File: src/rtl/cloth_step_scheduler.sv
// cloth_step_scheduler: per-frame sequencer, one Verlet cycle then NUM_ITERS constraint passes over a shared solver
// Ports: clk, reset (async, active-high); frame_tick, pause (frame requests);
//   verlet_state, fix_en (one-hot, segment j writes node j+1) to the Node array;
//   solve_req/solve_seg/solve_ack handshake with the constraint solver;
//   busy, frame_done, iter_cnt, overrun (sticky) status.
// Build option ALT_SWEEP_EN: odd passes sweep segments in reverse order.
module cloth_step_scheduler #(
  parameter int NUM_NODES = 8,
  parameter int IDX_W = 3,
  parameter int NUM_ITERS = 4,
  parameter int ITER_W = 3
) (
  input  logic                 clk,
  input  logic                 reset,
  input  logic                 frame_tick,
  input  logic                 pause,
  output logic                 verlet_state,
  output logic [NUM_NODES-1:0] fix_en,
  output logic                 solve_req,
  output logic [IDX_W-1:0]     solve_seg,
  input  logic                 solve_ack,
  output logic                 busy,
  output logic                 frame_done,
  output logic [ITER_W-1:0]    iter_cnt,
  output logic                 overrun
);
  typedef enum logic [2:0] {IDLE, VERLET, REQ, WRITE, DONE} state_t;
  localparam logic [IDX_W-1:0] LAST_SEG = IDX_W'(NUM_NODES - 2);
  localparam logic [ITER_W-1:0] LAST_ITER = ITER_W'(NUM_ITERS - 1);
`ifdef ALT_SWEEP_EN
  localparam logic ALT = 1'b1;
`else
  localparam logic ALT = 1'b0;
`endif
  state_t state, state_n;
  logic [IDX_W-1:0] seg_n;
  logic [ITER_W-1:0] iter_n;
  logic rev, at_end;
  // solve_seg doubles as the segment register; it only moves when leaving WRITE
  assign rev = ALT & iter_cnt[0];
  assign at_end = solve_seg == (rev ? '0 : LAST_SEG);
  always_comb begin
    state_n = state;
    seg_n = solve_seg;
    iter_n = iter_cnt;
    case (state)
      IDLE: state_n = frame_tick && !pause ? VERLET : IDLE;
      VERLET: begin
        state_n = REQ;
        seg_n = '0;
      end
      REQ: state_n = solve_ack ? WRITE : REQ;
      WRITE: begin
        state_n = at_end && iter_cnt == LAST_ITER ? DONE : REQ;
        if (!at_end) seg_n = rev ? solve_seg - 1'b1 : solve_seg + 1'b1;
        else if (iter_cnt != LAST_ITER) begin
          iter_n = iter_cnt + 1'b1;
          // the pass about to start is odd when the current one is even
          seg_n = ALT && !iter_cnt[0] ? LAST_SEG : '0;
        end
      end
      DONE: begin
        state_n = IDLE;
        seg_n = '0;
        iter_n = '0;
      end
      default: state_n = IDLE;
    endcase
  end
  // outputs are decoded from the next state so every one leaves a flop
  always_ff @(posedge clk or posedge reset) begin
    if (reset) begin
      state <= IDLE;
      verlet_state <= 1'b0;
      fix_en <= '0;
      solve_req <= 1'b0;
      solve_seg <= '0;
      busy <= 1'b0;
      frame_done <= 1'b0;
      iter_cnt <= '0;
      overrun <= 1'b0;
    end else begin
      state <= state_n;
      verlet_state <= state_n == VERLET;
      fix_en <= state_n == WRITE ? NUM_NODES'(1) << (seg_n + 1'b1) : '0;
      solve_req <= state_n == REQ;
      solve_seg <= seg_n;
      busy <= state_n != IDLE;
      frame_done <= state_n == DONE;
      iter_cnt <= iter_n;
      overrun <= overrun | (frame_tick && state != IDLE);
    end
  end
endmodule

File: config.mk
export PLATFORM = sky130hd
export DESIGN_NAME = cloth_step_scheduler
export DESIGN_NICKNAME = d
export VERILOG_FILES = /design/src/rtl/cloth_step_scheduler.sv
export SDC_FILE = /design/constraint.sdc
export NUM_CORES = 1
export LEC_CHECK = 0
export CAP_MARGIN = 20
export CORE_UTILIZATION = 50
export CTS_BUF_LIST = sky130_fd_sc_hd__clkbuf_8
export DETAILED_ROUTE_END_ITERATION = 10
export PLACE_DENSITY = 0.77
export SETUP_SLACK_MARGIN = 0.1
export SYNTH_ARGS = -nofsm -noshare
export SYNTH_HDL_FRONTEND = slang
export SYNTH_SLANG_ARGS = --single-unit
File: constraint.sdc
create_clock -name clk -period 2.51 [get_ports clk]
set_clock_uncertainty 0.2 [all_clocks]
set_input_delay 0.6275 -clock clk [delete_from_list [all_inputs] [get_ports clk]]
set_output_delay 0.6275 -clock clk [all_outputs]
set_load 0.02 [all_outputs]
==> summary.md <==
| Metric | Value |
|---|---|
| Layout area overhead | 29.4% |
| Overall global routing resource usage | 0.210 |
| Min Tclk post-route | 2.23 ns |
| Non-Filler Instances | 142 |
| Commonest cells post-synth | dfrtp_1, nor2_1, inv_1, o21ai_0, nand2_1 |
| Die Height | 47.2 um |
| Mapped cell area | 1020 sq um |
| Initial DRC count | 11 |
| CP top delay family | buffers and inverters |
| # IOs | 24 |
| # clock sinks | 22 |
| Worst Hold Path Cells | 1 |
| RSZ-0062 raised after global routing | no |
| Inst Count DP | 138 |
| Placer Congestion | 0.796 |
| Fmax | 448 MHz |
| Die Width | 47.2 um |
| PortBufs | 23 |
| Ys Warns | 0 |
| Slew margin rel. | 0.682 |
| Final hold viol count | 0 |
| Via count | 757 |
| Drt first pass iters | 4 |
| Cts repair resizes | 0 |
| Post-synthesis average cell area | 11.1 sq um |
| Core area | 1820 sq um |
| Library cells used by synthesis | 33 |
| Worst Hold Endpoint | overrun |
| CTS tree | done |
| Post-synth top area cell | dfrtp_1 |
| Largest net degree at the start of global routing | 23 |
| Register bit total from synthesis | 22 |
| Post-Route Setup TNS | 0 ns |
| First-pass GRT wire length | 3020 um |
| Initial core utilization | 0.562 |
| Synth top area cells | dfrtp_1, ha_1, nor2_1 |
| Row count | 15 |
| VDD IR-drop max | 706 uV |
| Reg2Reg Capture Point | fix_en[2] |
| Vias in the first global route | 690 |
| Startpoint Class | flop |
| Slew Limit Fails | 0 |
| CP max stage cell | clkdlybuf4s50_1 |
| Antenna violations before repair | 0 |
| WL final | 1970 um |
| DRC | 0 |
| H-tree levels | 1 |
| Slew @ Worst Pin | 0.476 ns |
| Share of cells above drive strength 1 | 0.128 |
| Top-count cell post-synth | dfrtp_1 |
| Cell count along the critical path | 1 |
| LEAKAGE | 0.576 nW |
| R2R Path Start | solve_seg[0] |
| Num CTS Buffers | 3 |
| Net count, final | 127 |
| GRT overflow | 0 |
| Final setup vio count | 0 |
| FF-to-FF path depth | 6 |
| Hold path start | overrun |
| Worst Setup End Kind | output pin |
| MaxCap Viol Count | 0 |
| Cts hold-fix bufs | 0 |
| CP peak stage delay | 0.65 ns |
| Worst endpoint required time | 1.68 ns |
| Post-synthesis cell count | 92 |
| Final ANT Viol Nets | 0 |
| Tot Pwr | 1.33 mW |
| Top-area cell type share of the netlist area | 0.539 |
| Die area | 2230 sq um |
| Clk buf depth | 2 |
| # diodes | 0 |
| Post-synth ARST share | 1.00 |
| Hold_ws | 0.263 ns |
| Post-synth top flop | dfrtp_1 |
| Util after Layout | 0.726 |
| CP arrival | 1.40 ns |
| Clk slew on worst S/H paths | 0.08 ns |
| Setup repair bufs after CTS | 0 |
| Synth Net Count | 101 |
| Root Driver | clkbuf_8 |
| Hpwl dp | 1410 um |
| Skew-Pair Late Insertion Delay | 0.26 ns |
| CP max FO | 8 |
| Reg-to-reg setup timing slack | 0.32 ns |
| PwrDens | 1000 nW/um^2 |
| Post-route clock period utilization | 0.889 |
| Seq/Total Area, Yosys | 0.539 |
| Status | complete, no violations |
| Worst path buffer plus inverter count | 1 |
| Cell breakdown of the critical path | clkdlybuf4s50_1 |
| Min-delay worst type | reg2reg |
| Number of synthesized flops with an enable pin | 0 |
| Critical path class | reg2out |
| Drt wl/cell | 13.9 um |
| Vias per inst | 5.33 |
## routing by layer
metal	track usage	part of all wire	vias up
li1	-	-	365
met1	0.256	0.43	355
met2	0.333	0.50	31
met3	0.0385	0.034	6
met4	0.154	0.033	0
met5	0	0	-
## cells by family after synthesis
family,synth area share
buffers and inverters,0.0502
AND/OR/NAND/NOR,0.236
flip-flops,0.539
adder cells (fa/ha/maj),0.0490
AO/OA/AOI/OAI,0.115
multiplexers,0.0110
## worst max-delay path by stage
stage,startpoint,endpoint,slack (ns)
final,solve_seg[0],solve_seg[0],0.28
after CTS,solve_seg[0],solve_seg[0],0.27
after global placement,solve_seg[0],fix_en[4],0.48
after detailed placement,iter_cnt[0],fix_en[2],0.38
after global routing,solve_seg[0],solve_seg[0],0.22
after floorplan,iter_cnt[0],fix_en[4],0.48
## final cells by class
type,count,area (sq um)
sequential,22,551
fill,151,498
multi-input combinational,60,420
timing repair buffer,24,238
clock buffer,4,55.1
tap,25,31.3
inverter,7,27.5
## cells in the final DEF, fill, tap and decap left out, drive strengths merged, types with 2 or more instances in the layout
cell / count
clkdlybuf4s50: 23
dfrtp: 22
nor2: 11
inv: 6
o21ai: 6
nand2: 5
nand3b: 4
nand3: 4
ha: 4
clkbuf: 4
and2: 3
or3b: 3
nor3: 2
a21oi: 2
o31ai: 2
## report_power, final
part,switching (mW),total (mW),internal [mW]
Clock,0.114,0.253,0.140
Combinational,0.297,0.553,0.256
Sequential,0.0894,0.523,0.434
Total,0.500,1.33,0.829
## stage by stage
stage               cell area (sq um)  setup slack [ns]
floorplan                        1020             0.475
global placement                 1270             0.483
detailed placement               1270             0.378
CTS                              1320             0.272
global route                     1320             0.215
finish                           1320             0.279
## registers in the layout (all words and copies together), names as in the netlist
register      count
fix_en            8
frame_done        1
iter_cnt          3
solve_seg         3
verlet_state      1
state             3
overrun           1
busy              1
solve_req         1
Note: power is estimated with default switching activity, not from simulation.
